File: src/rtl/lif_neuron_integrator.sv
// lif_neuron_integrator: leaky integrate-and-fire neuron over NUM_SYN stored weights; define LIF_ADAPTIVE_THRESH_EN for an adaptive threshold
module lif_neuron_integrator #(
  parameter int NUM_SYN = 16,
  parameter int W_WIDTH = 16,
  parameter int V_WIDTH = 24,
  parameter logic [V_WIDTH-1:0] THRESHOLD = 24'h010000,
  parameter int LEAK_SHIFT = 3,
  parameter int REFRACT_STEPS = 2
) (
  input  logic                       clock,
  input  logic                       reset,
  input  logic                       step_start,
  input  logic [NUM_SYN-1:0]         pre_spikes,
  output logic [$clog2(NUM_SYN)-1:0] weight_sel,
  input  logic [W_WIDTH-1:0]         weight_data,
  output logic                       post_spike,
  output logic                       step_done,
  output logic                       busy,
  output logic [V_WIDTH-1:0]         membrane
);
  localparam int IW = $clog2(NUM_SYN);
  localparam int CW = $clog2(NUM_SYN + 1);
  localparam int RW = $clog2(REFRACT_STEPS + 1);
  typedef enum logic [2:0] {IDLE, LEAK, ACCUM, FIRE, REFRACT} state_t;
  state_t               state_q, state_d;
  logic [NUM_SYN-1:0]   spikes_q, spikes_d;
  logic [CW-1:0]        cnt_q, cnt_d;
  logic [IW-1:0]        sel_q, sel_d;
  logic [V_WIDTH-1:0]   membrane_q, membrane_d;
  logic [RW-1:0]        refract_q, refract_d;
  logic                 post_q, post_d;
  logic                 done_q, done_d;
  logic                 busy_q, busy_d;
  logic [V_WIDTH-1:0]   thr;
  logic [NUM_SYN:0]     spk_ext;
  logic                 fire;
  // bit k of spk_ext is the spike belonging to the weight that arrives on ACCUM cycle k
  assign spk_ext = {spikes_q, 1'b0};
  assign fire = membrane_q >= thr;
`ifdef LIF_ADAPTIVE_THRESH_EN
  localparam logic [V_WIDTH-1:0] THR_INC = THRESHOLD >> 2;
  localparam logic [V_WIDTH-1:0] THR_DEC = THRESHOLD >> 4;
  localparam logic [V_WIDTH-1:0] THR_MAX = THRESHOLD << 1;
  logic [V_WIDTH-1:0] thr_q, thr_d;
  assign thr = thr_q;
  // raise the threshold on a fire, relax it toward THRESHOLD on every quiet step
  always_comb begin
    thr_d = thr_q;
    if (state_q == FIRE && fire)
      thr_d = thr_q > THR_MAX - THR_INC ? THR_MAX : thr_q + THR_INC;
    else if (state_q == FIRE || state_q == REFRACT)
      thr_d = thr_q > THRESHOLD + THR_DEC ? thr_q - THR_DEC : THRESHOLD;
  end
  // adaptive threshold register
  always_ff @(posedge clock) thr_q <= reset ? THRESHOLD : thr_d;
`else
  assign thr = THRESHOLD;
`endif
  // step sequencer: leak, issue weight reads with one-cycle latency, accumulate, compare
  always_comb begin
    state_d    = state_q;
    spikes_d   = spikes_q;
    cnt_d      = cnt_q;
    sel_d      = '0;
    membrane_d = membrane_q;
    refract_d  = refract_q;
    post_d     = 1'b0;
    done_d     = 1'b0;
    busy_d     = busy_q & ~done_q;
    case (state_q)
      IDLE: if (step_start) begin
        spikes_d = pre_spikes;
        busy_d   = 1'b1;
        state_d  = LEAK;
      end
      LEAK: begin
        membrane_d = membrane_q - (membrane_q >> LEAK_SHIFT);
        cnt_d      = '0;
        state_d    = refract_q != '0 ? REFRACT : ACCUM;
      end
      ACCUM: begin
        cnt_d      = cnt_q + 1'b1;
        sel_d      = cnt_q < CW'(NUM_SYN - 1) ? IW'(cnt_q + 1'b1) : '0;
        membrane_d = spk_ext[cnt_q] ? membrane_q + V_WIDTH'(weight_data) : membrane_q;
        state_d    = cnt_q == CW'(NUM_SYN) ? FIRE : ACCUM;
      end
      FIRE: begin
        post_d     = fire;
        membrane_d = fire ? '0 : membrane_q;
        refract_d  = fire ? RW'(REFRACT_STEPS) : refract_q;
        done_d     = 1'b1;
        state_d    = IDLE;
      end
      REFRACT: begin
        refract_d  = refract_q - 1'b1;
        membrane_d = '0;
        done_d     = 1'b1;
        state_d    = IDLE;
      end
      default: state_d = IDLE;
    endcase
  end
  // state registers; reset discards any step in progress
  always_ff @(posedge clock) begin
    state_q    <= reset ? IDLE : state_d;
    spikes_q   <= reset ? '0 : spikes_d;
    cnt_q      <= reset ? '0 : cnt_d;
    sel_q      <= reset ? '0 : sel_d;
    membrane_q <= reset ? '0 : membrane_d;
    refract_q  <= reset ? '0 : refract_d;
    post_q     <= reset ? 1'b0 : post_d;
    done_q     <= reset ? 1'b0 : done_d;
    busy_q     <= reset ? 1'b0 : busy_d;
  end
  assign weight_sel = sel_q;
  assign post_spike = post_q;
  assign step_done  = done_q;
  assign busy       = busy_q;
  assign membrane   = membrane_q;
endmodule

File: config.mk
export PLATFORM = sky130hd
export DESIGN_NAME = lif_neuron_integrator
export DESIGN_NICKNAME = d
export VERILOG_FILES = /design/src/rtl/lif_neuron_integrator.sv
export SDC_FILE = /design/constraint.sdc
export NUM_CORES = 1
export LEC_CHECK = 0
export ABC_CLOCK_PERIOD_IN_PS = 6520
export CORE_MARGIN = 5
export CORE_UTILIZATION = 55
export CTS_CLUSTER_SIZE = 30
export DETAILED_ROUTE_END_ITERATION = 8
export PLACE_DENSITY_LB_ADDON = 0.15
export SYNTH_ARGS = -nofsm -noshare
export SYNTH_HDL_FRONTEND = slang
export SYNTH_SLANG_ARGS = --single-unit
File: constraint.sdc
create_clock -name clock -period 6.52 [get_ports clock]
set_clock_uncertainty 0.15 [all_clocks]
set_input_delay 0.652 -clock clock [delete_from_list [all_inputs] [get_ports clock]]
set_output_delay 0.652 -clock clock [all_outputs]
set_load 0.02 [all_outputs]
==> results of run 1 <==
cell type report:
class                      count  share of cell area [%]
sequential                    57                   22.78
clock inverter                 7                   1.099
multi-input combinational    440                   57.01
timing repair buffer          67                   13.19
inverter                      13                  0.9743
clock buffer                   9                   2.473
tap                           99                   2.473
stage by stage:
step	utilization, %	area [um^2]	setup slack, ps
after floorplan	-	4184	2188
after global routing	68.32	5009	1525
after CTS	68.32	5009	1900
after global placement	65.88	4830	2071
after detailed placement	65.88	4830	1949
final	68.32	5009	1881
synthesized netlist by cell type, types with 3 or more instances:
cell                       number  area (um^2)
sky130_fd_sc_hd__a21o_1        18        135.1
sky130_fd_sc_hd__nand3_1       12        60.06
sky130_fd_sc_hd__and3_1         3        18.77
sky130_fd_sc_hd__o21ai_0       29        145.1
sky130_fd_sc_hd__a22o_1         7        61.31
sky130_fd_sc_hd__ha_1          30        375.4
sky130_fd_sc_hd__nor3b_1        3        22.52
sky130_fd_sc_hd__or4_1          4        30.03
sky130_fd_sc_hd__a21oi_1       63        315.3
sky130_fd_sc_hd__a211oi_1       4        30.03
sky130_fd_sc_hd__or3_1         11        68.82
sky130_fd_sc_hd__a31oi_1        4        25.02
sky130_fd_sc_hd__nor2b_1        3        18.77
sky130_fd_sc_hd__mux4_2         4        90.09
sky130_fd_sc_hd__nor3_1        17        85.08
sky130_fd_sc_hd__nor4_2         3        37.54
sky130_fd_sc_hd__and2_1         4        25.02
sky130_fd_sc_hd__inv_1         12        45.04
sky130_fd_sc_hd__o21a_1         3        22.52
sky130_fd_sc_hd__dfxtp_1       57         1141
sky130_fd_sc_hd__xor2_1        20        175.2
sky130_fd_sc_hd__nor2_1        43        161.4
sky130_fd_sc_hd__nor4_1         5        31.28
sky130_fd_sc_hd__clkbuf_1      23        86.33
sky130_fd_sc_hd__xnor2_1       17        148.9
sky130_fd_sc_hd__or2_2          4        25.02
sky130_fd_sc_hd__nand4_1        4        25.02
sky130_fd_sc_hd__nand2_1       78        292.8
sky130_fd_sc_hd__nand2b_1       8        50.05
sky130_fd_sc_hd__buf_6          3        33.78
sky130_fd_sc_hd__nand3b_1       6        45.04
flip-flops by register name, indices dropped and copies added, names as in the netlist:
name and cells:
spikes_q 16, post_spike 1, state_q 3, weight_sel 4, busy 1, step_done 1
cnt_q 5, membrane 24, refract_q 2
power groups by stage:
stage                     Combinational [mW]  Clock [mW]  Sequential, mW
after floorplan                         1.69           0           0.564
after global placement                  2.18           0           0.527
after detailed placement                2.21           0           0.533
after CTS                               2.23       0.313           0.525
after global routing                    2.50       0.326           0.539
final                                   2.24       0.305           0.527
cell families (layout without fill, tap and decap cells):
family | after synthesis | count (layout) | synth area share, %
AND/OR/NAND/NOR | 217 | 217 | 26.11
buffers and inverters | 43 | 96 | 4.545
multiplexers | 8 | 8 | 3.170
AO/OA/AOI/OAI | 147 | 147 | 21.71
adder cells (fa/ha/maj) | 31 | 31 | 9.450
flip-flops | 57 | 57 | 27.27
XOR/XNOR | 37 | 37 | 7.745
how the worst min path moves through the flow:
stage / startpoint / endpoint / slack, ps / depth (start not counted)
after global routing: spikes_q[13]$_SDFFE_PP0P_ / spikes_q[13]$_SDFFE_PP0P_ / 330 / 2
final: spikes_q[15]$_SDFFE_PP0P_ / spikes_q[15]$_SDFFE_PP0P_ / 310 / 2
after floorplan: spikes_q[13]$_SDFFE_PP0P_ / spikes_q[13]$_SDFFE_PP0P_ / 280 / 2
after CTS: spikes_q[15]$_SDFFE_PP0P_ / spikes_q[15]$_SDFFE_PP0P_ / 310 / 2
after global placement: spikes_q[3]$_SDFFE_PP0P_ / spikes_q[3]$_SDFFE_PP0P_ / 290 / 2
after detailed placement: spikes_q[1]$_SDFFE_PP0P_ / spikes_q[1]$_SDFFE_PP0P_ / 300 / 2
per-layer routing:
layer	up-vias	wire [um]	GRT usage (%)
li1	2023	-	-
met1	1807	4807	29.42
met2	99	4988	37.69
met3	12	567	4.379
met4	0	125	6.709
met5	-	0	0
worst min-delay path, stage by stage (launching register included):
cell	delay [ps]
sky130_fd_sc_hd__dfxtp_1	310
sky130_fd_sc_hd__nand2_1	50
sky130_fd_sc_hd__a21oi_1	50
==> flow_results.org, run 1 <==
** Timing
- Hold timing on the final database bottoms out at a slack of between 300 and 400 ps.
- Max_slew headroom :: a little under two fifths
- Final clock period utilization by the worst path :: between 70% and 80%
- After routing, the total negative slack on setup checks comes to 0 ps.
- Final Critical Period :: ~4600 ps
- Setup violations remaining at the end of the flow were counted as 0.
- For the pin with the worst max-slew slack, the measured transition is slightly above 900 ps.
- Number of hold violations in the final report :: 0
- For this run, the top clock speed supported by timing is approximately 0.22 GHz.
- The final number of max-transition violations is 0.
- Setup repair after global routing left no endpoint under its margin.

** Die
- Floorplan die height :: between 90 and 100 um
- Effective utilization at floorplan :: between 50% and 60%
- Die footprint :: 0.009452 mm^2
- Row generation in the floorplan step produced 31 rows.
- During I/O placement, the number of pins put on the boundary was 66.
- Core Footprint :: around 0.0073 mm^2
- From left edge to right edge, the die measures approximately 100 um.

** Pwr
- In this run, the combinational gates consume between 70% and 80% of the power.
- Leakage dissipation :: ~2 nW
- Overall power consumption after layout is estimated at between 3 and 4 mW.
- Internal portion of total power :: approximately 1.5 mW
- Switching power total :: 1.527 mW
- Power density over the cells :: 614.0 mW/mm^2
- Part of the power in registers :: between 15 and 20%
- Max IR drop VDD :: 0.4864 mV
- Clk network pwr share :: about a tenth
- Switching power share of the total :: approximately 50%

** Cells and area
- The finished layout holds between 600 and 700 standard cells, fillers aside.
- Antenna fix cells :: 0
- Final nets :: about 650
- Fraction of final layout cells sized beyond drive strength 1 :: slightly above 7%
- Commonest non-fill, non-tap cells in the layout :: sky130_fd_sc_hd__nand2_1, sky130_fd_sc_hd__clkdlybuf4s50_1, sky130_fd_sc_hd__a21oi_1, sky130_fd_sc_hd__dfxtp_1, sky130_fd_sc_hd__nor2_1
- The area growth from synthesis to layout is 19.71%.
- Summing all flip-flop and latch instances after layout gives about 0.0011 mm^2.
- Footprint of the multi-input gates :: roughly 0.0029 mm^2
- Counting the fill cells in the layout gives about 600.
- Most common library cell in the layout ignoring fill and taps :: sky130_fd_sc_hd__nand2_1

** Critical path
- Buffer and inverter count on the worst path :: 1
- For the worst setup path, the data required time is around 6600 ps.
- Critical path capture point type :: register
- In this run the worst setup path begins at membrane[3]$_SDFFE_PP0P_.
- Critical setup path kind :: reg -> reg
- R2r worst-path depth :: 18
- Slack of the worst reg-to-reg path :: 1880 ps
- Data arrival time of the worst path :: around 4700 ps
- Broken down by cell family, the worst path's largest delay share belongs to simple AND/OR/NAND/NOR gates.
- Destination of the critical timing path :: membrane[23]$_SDFFE_PP0P_
- In this run the worst path has a maximum fanout of 8.
- Critical path depth :: 18
- Reg-to-reg critical path startpoint :: membrane[3]$_SDFFE_PP0P_
- STA classifies the critical path startpoint as a register.
- For this design, the slowest cell found on the critical path is sky130_fd_sc_hd__or4b_4.
- The worst register-to-register path ends at membrane[23]$_SDFFE_PP0P_.
- Cell Chain, Critical Path :: inv_1, ha_1, nand3b_1, or3_4, nor4_2, or4b_4, nor4_2, xor2_1, nor2_1, ha_1, a21o_1, nor3_1, a32oi_1, a31o_2, o21a_1, a211oi_1, mux2i_1, a21oi_1
- Delay of the slowest cell on the worst path :: 560 ps

** Clock network
- For the worst-skew pair, the clock arrives at the later sink with an insertion delay of 350 ps.
- Max H-tree Level :: 3
- In this run the deepest clock path goes through 2 buffers.
- The root buffer cell chosen for the clock tree is sky130_fd_sc_hd__clkbuf_8.
- Total setup buffers inserted after CTS :: 0
- For this design, the sink count on the clock tree is 57.
- After clock tree synthesis, the clock-pin slew on the worst setup and hold paths is 70 ps.
- Number of hold-repair buffers added at the cts stage :: 0
- TritonCTS built the clock tree.
- Gates resized during post-CTS repair numbered 0.
- Clock tree synthesis inserted a total of 9 buffers.

** Drt
- The first detailed-routing pass ran for 4 iterations.
- The final layout contains routed wiring with a total length of approximately 10000 um.
- Antenna Nets Post-Route :: 0
- Total vias in the final route :: roughly 3900
- DRC :: 0
- In this run, the number of DRC markers left after iteration 0 of detailed routing was roughly 340.
- Dividing the detail-routed wire length by the instance count gives between 15 and 20 um.
- In the routed layout, each cell is associated on average with a via count of approximately 5.7.

** GRT
- Entering global routing, the biggest net connects 53 pins.
- The first global-routing pass estimated between 15000 and 20000 um of wire.
- The via count of the first global-routing pass is slightly below 4000.
- Antenna violations before repair :: 0
- Summed over all layers, the global routing overflow is 0.
- Global routing usage summed across all routing layers :: 22.53%

** Place
- Summed over all nets, the half-perimeter wirelength after detailed placement is 7622 um.
- Weighted congestion reported at the end of routability-driven placement :: 0.9366
- Port-buffer cells :: 65
- Inst Count DP :: slightly below 700

** Yosys
- In the synthesized netlist the async set-or-reset flop fraction comes to 0%.
- Mapped Avg Cell Area :: between 7 and 8 um^2
- Count of mapped cells out of synthesis :: 540
- Counting every net in the synthesized netlist gives between 600 and 700.
- In this run, synthesis inferred 0 flip-flops with an integrated enable.
- Yosys mapped the design onto ~60 distinct sky130hd cell types.
- Portion of the post-synthesis area used by sequential elements :: 27.27%
- Number of register bits inferred by synthesis :: 57
- Post-synthesis instance area :: approximately 0.0042 mm^2
- For this run, the leading register cell type out of synthesis is sky130_fd_sc_hd__dfxtp_1.
- The Yosys step of the flow raised 0 warnings.

** Outcome
- Result of the run :: complete, no violations

** Min path
- The min-delay analysis places its worst path in the category reg -> reg.

** Job
- The tool flagged a number of max-cap violations equal to 0.
Note: power is estimated with default switching activity, not from simulation.
==> run 2, diff against run 1 <==
--- a/config.mk
+++ b/config.mk
@@ -5,7 +5,7 @@
 export SDC_FILE = /design/constraint.sdc
 export NUM_CORES = 1
 export LEC_CHECK = 0
-export ABC_CLOCK_PERIOD_IN_PS = 6520
+export ABC_CLOCK_PERIOD_IN_PS = 4800
 export CORE_MARGIN = 5
 export CORE_UTILIZATION = 55
 export CTS_CLUSTER_SIZE = 30
==> constraint.sdc (replaced) <==
create_clock -name clock -period 4.8 [get_ports clock]
set_clock_uncertainty 0.15 [all_clocks]
set_input_delay 0.48 -clock clock [delete_from_list [all_inputs] [get_ports clock]]
set_output_delay 0.48 -clock clock [all_outputs]
set_load 0.02 [all_outputs]
==> flow_results.org, run 2 (synthesis gave the netlist of run 1 again) <==
** Critical path
- The largest driver fanout on the critical path was 8 (unchanged).
- Critical setup path kind :: reg -> reg
- The worst setup path is launched from a register.
- The data required time at the worst endpoint is 4870 ps (-1710 ps).
- Critical path capture point type :: register
- Data arrival time of the worst path :: 4510 ps (-190 ps)

** Job
- The count of max-cap constraint violations came to 0 (unchanged).

** GRT
- The via count of the first global-routing pass is 3911 (+0.70%).
- Final global-route overflow total :: 0 (unchanged)
- The global-route total usage across every layer was 22.46% (-0.068 points).
- The initial antenna violation count is 0 (unchanged).
- Largest net degree at the start of global routing :: 37 (-30%)
- The global-route wire length before repair is 18190 um (+0.73%).

** Place
- The standard cell area after detailed placement was 0.004852 mm^2 (+0.47%).
- Weighted congestion reported at the end of routability-driven placement :: 0.9499 (+1.4%)
- The number of port buffers was 65 (unchanged).
- Detailed placer's ending HPWL :: 7634 um (+0.15%)
- Post-place setup slack :: 248.6 ps (-1700 ps)

** Drt
- The number of optimization iterations in the first detailed-route pass is 4 (unchanged).
- The remaining number of nets flagged by the antenna check after routing was 0 (unchanged).
- Routed length per placed instance :: 15.40 um (+1.6%)
- The total wire length was 10710 um (+2.1%).
- DRC :: 0 (unchanged)
- The violation count after the first detailed-routing iteration was 212 (-37%).
- The vias per cell came to 5.826 (+2.3%).
- The via count came to 4049 (+2.7%).

** Cells and area
- Post-route cell area :: 0.005096 mm^2 (+1.7%)
- Fraction of final layout cells sized beyond drive strength 1 :: 7.886% (+0.80 points)
- Filler instances :: 598 (-0.50%)
- Final nets :: 657 (+0.46%)
- The number of antenna diodes came to 0 (unchanged).
- Leaving out fill and tap cells, the most frequent cell in the layout is sky130_fd_sc_hd__nand2_1.
- Flip-flop count of the largest register after layout :: 24 (unchanged)
- From synthesis to final layout, the design area changed by 21.80%.
- Commonest non-fill, non-tap cells in the layout :: sky130_fd_sc_hd__nand2_1, sky130_fd_sc_hd__clkdlybuf4s50_1, sky130_fd_sc_hd__a21oi_1, sky130_fd_sc_hd__dfxtp_1, sky130_fd_sc_hd__nor2_1

** Timing
- The final number of hold-violating endpoints came to 0 (unchanged).
- Maximum operating frequency :: 0.2256 GHz (+4.6%)
- Final clock period utilization by the worst path :: 92.36% (+21 points)
- The final number of max-transition violations is 0 (unchanged).
- Final setup violation count :: 0 (unchanged)
- Measured slew at the worst slew-check pin :: 781.6 ps (-148.4 ps)
- The worst hold slack was 306.1 ps (-3.895 ps).
- Min setup slack post-route :: 366.7 ps (-1514 ps)
- Accumulated negative setup slack :: 0 ps (unchanged)
- RSZ-0062 raised after global routing :: false
- The clock period minus final worst setup slack was 4433 ps (-205.8 ps).
- The relative slew slack is 47.49% (+9.5 points).

** Pwr
- The leakage power came to 2.102 nW (+2.1%).
- Power density over the cells :: 848.7 mW/mm^2 (+38%)
- Max IR drop VDD :: 0.5730 mV (+18%)

** Clock network
- Number of hold-repair buffers added at the cts stage :: 0 (unchanged)
- Source-to-sink clock delay at the later pin of the worst-skew pair :: 340 ps (about the same)
- The worst-case clock buffer depth came to 2 (unchanged).
- Sink Count :: 57 (unchanged)
- Total setup buffers inserted after CTS :: 0 (unchanged)
- Clock tree synthesis selected as its root buffer the cell sky130_fd_sc_hd__clkbuf_8.
- The CTS buffer count is 9 (unchanged).
- Max H-tree Level :: 3 (unchanged)
- The clock edge transition at the registers on the reported setup and hold paths came to 70 ps (about the same).
- TritonCTS built the clock tree.
- The post-CTS resize count was 0 (unchanged).

** Die
- The initial cell density of the core is 57.07% (unchanged).
- Core Footprint :: 0.007331 mm^2 (unchanged)
- Top-level I/O count :: 66 (unchanged)
- The floorplan die height came to 97.22 um (unchanged).
- Row count :: 31 (unchanged)
- Die footprint :: 0.009452 mm^2 (unchanged)
- The width of the chip was 97.22 um (unchanged).

** Min path
- The path class of the tightest hold or removal check is reg -> reg.

** Outcome
- Result of the run :: complete, no violations
## run 2: changes by cell type in the layout (fill, tap and decap cells not counted), sizes merged
cell,before,now
clkinv,3,2
inv,15,14
bufinv,0,2
clkbuf,9,10
clkinvlp,2,1
buf,3,6
## run 2: path summary, 6_finish.rpt
path | startpoint | endpoint | cells past startpoint | slack (ps)
min reg2reg | spikes_q[14]$_SDFFE_PP0P_ | spikes_q[14]$_SDFFE_PP0P_ | 2 | 310
max | membrane[3]$_SDFFE_PP0P_ | membrane[23]$_SDFFE_PP0P_ | 18 | 370
max reg2reg | membrane[3]$_SDFFE_PP0P_ | membrane[23]$_SDFFE_PP0P_ | 18 | 370
min | spikes_q[14]$_SDFFE_PP0P_ | spikes_q[14]$_SDFFE_PP0P_ | 2 | 310
## run 2: metrics by stage
step / utilization [%] / power (mW) / std cells
floorplan: - / 3.055 / 540
global placement: 66.19 / 3.686 / 679
detailed placement: 66.19 / 3.712 / 679
CTS: 69.30 / 4.265 / 695
global route: 69.52 / 4.701 / 695
finish: 69.52 / 4.325 / 695
## run 2: worst max-delay path, stage by stage, from the launching register on
cell and delay, ps:
sky130_fd_sc_hd__dfxtp_1 360, sky130_fd_sc_hd__inv_1 100, sky130_fd_sc_hd__ha_1 200, sky130_fd_sc_hd__nand3b_1 160, sky130_fd_sc_hd__or3_4 440, sky130_fd_sc_hd__nor4_4 220, sky130_fd_sc_hd__or4b_4 550, sky130_fd_sc_hd__nor4_2 180
sky130_fd_sc_hd__xor2_1 170, sky130_fd_sc_hd__nor2_1 60, sky130_fd_sc_hd__ha_2 320, sky130_fd_sc_hd__a21o_1 190, sky130_fd_sc_hd__nor3_1 150, sky130_fd_sc_hd__a32oi_1 170, sky130_fd_sc_hd__a31o_2 280, sky130_fd_sc_hd__o21a_1 170
sky130_fd_sc_hd__a211oi_2 160, sky130_fd_sc_hd__mux2i_1 200, sky130_fd_sc_hd__a21oi_1 80
## run 2: per-layer routing
| metal | wire [um] | up-vias | share of wire (%) | track usage (%) |
|---|---|---|---|---|
| met4 | 145 | 0 | 1.4 | 5.857 |
| met2 | 5118 | 120 | 48 | 37.90 |
| met1 | 4780 | 1886 | 45 | 28.79 |
| met5 | 0 | - | 0 | 0 |
| met3 | 661 | 16 | 6.2 | 5.384 |
| li1 | - | 2027 | - | - |
## run 2: layout make-up
type | count | area (um^2) | share of cell area (%)
clock buffer | 10 | 137.6 | 2.701
timing repair buffer | 70 | 683.2 | 13.41
sequential | 57 | 1141 | 22.39
tap | 99 | 123.9 | 2.431
clock inverter | 6 | 90.09 | 1.768
inverter | 13 | 48.80 | 0.9575
multi-input combinational | 440 | 2872 | 56.35
## run 2: where the power goes
| group | leakage, nW | total (mW) | switching [mW] | internal (mW) |
|---|---|---|---|---|
| combinational | 1.52 | 3.09 | 1.71 | 1.37 |
| clock | 0.113 | 0.526 | 0.218 | 0.308 |
| sequential | 0.465 | 0.710 | 0.150 | 0.560 |
| total | 2.10 | 4.32 | 2.08 | 2.24 |
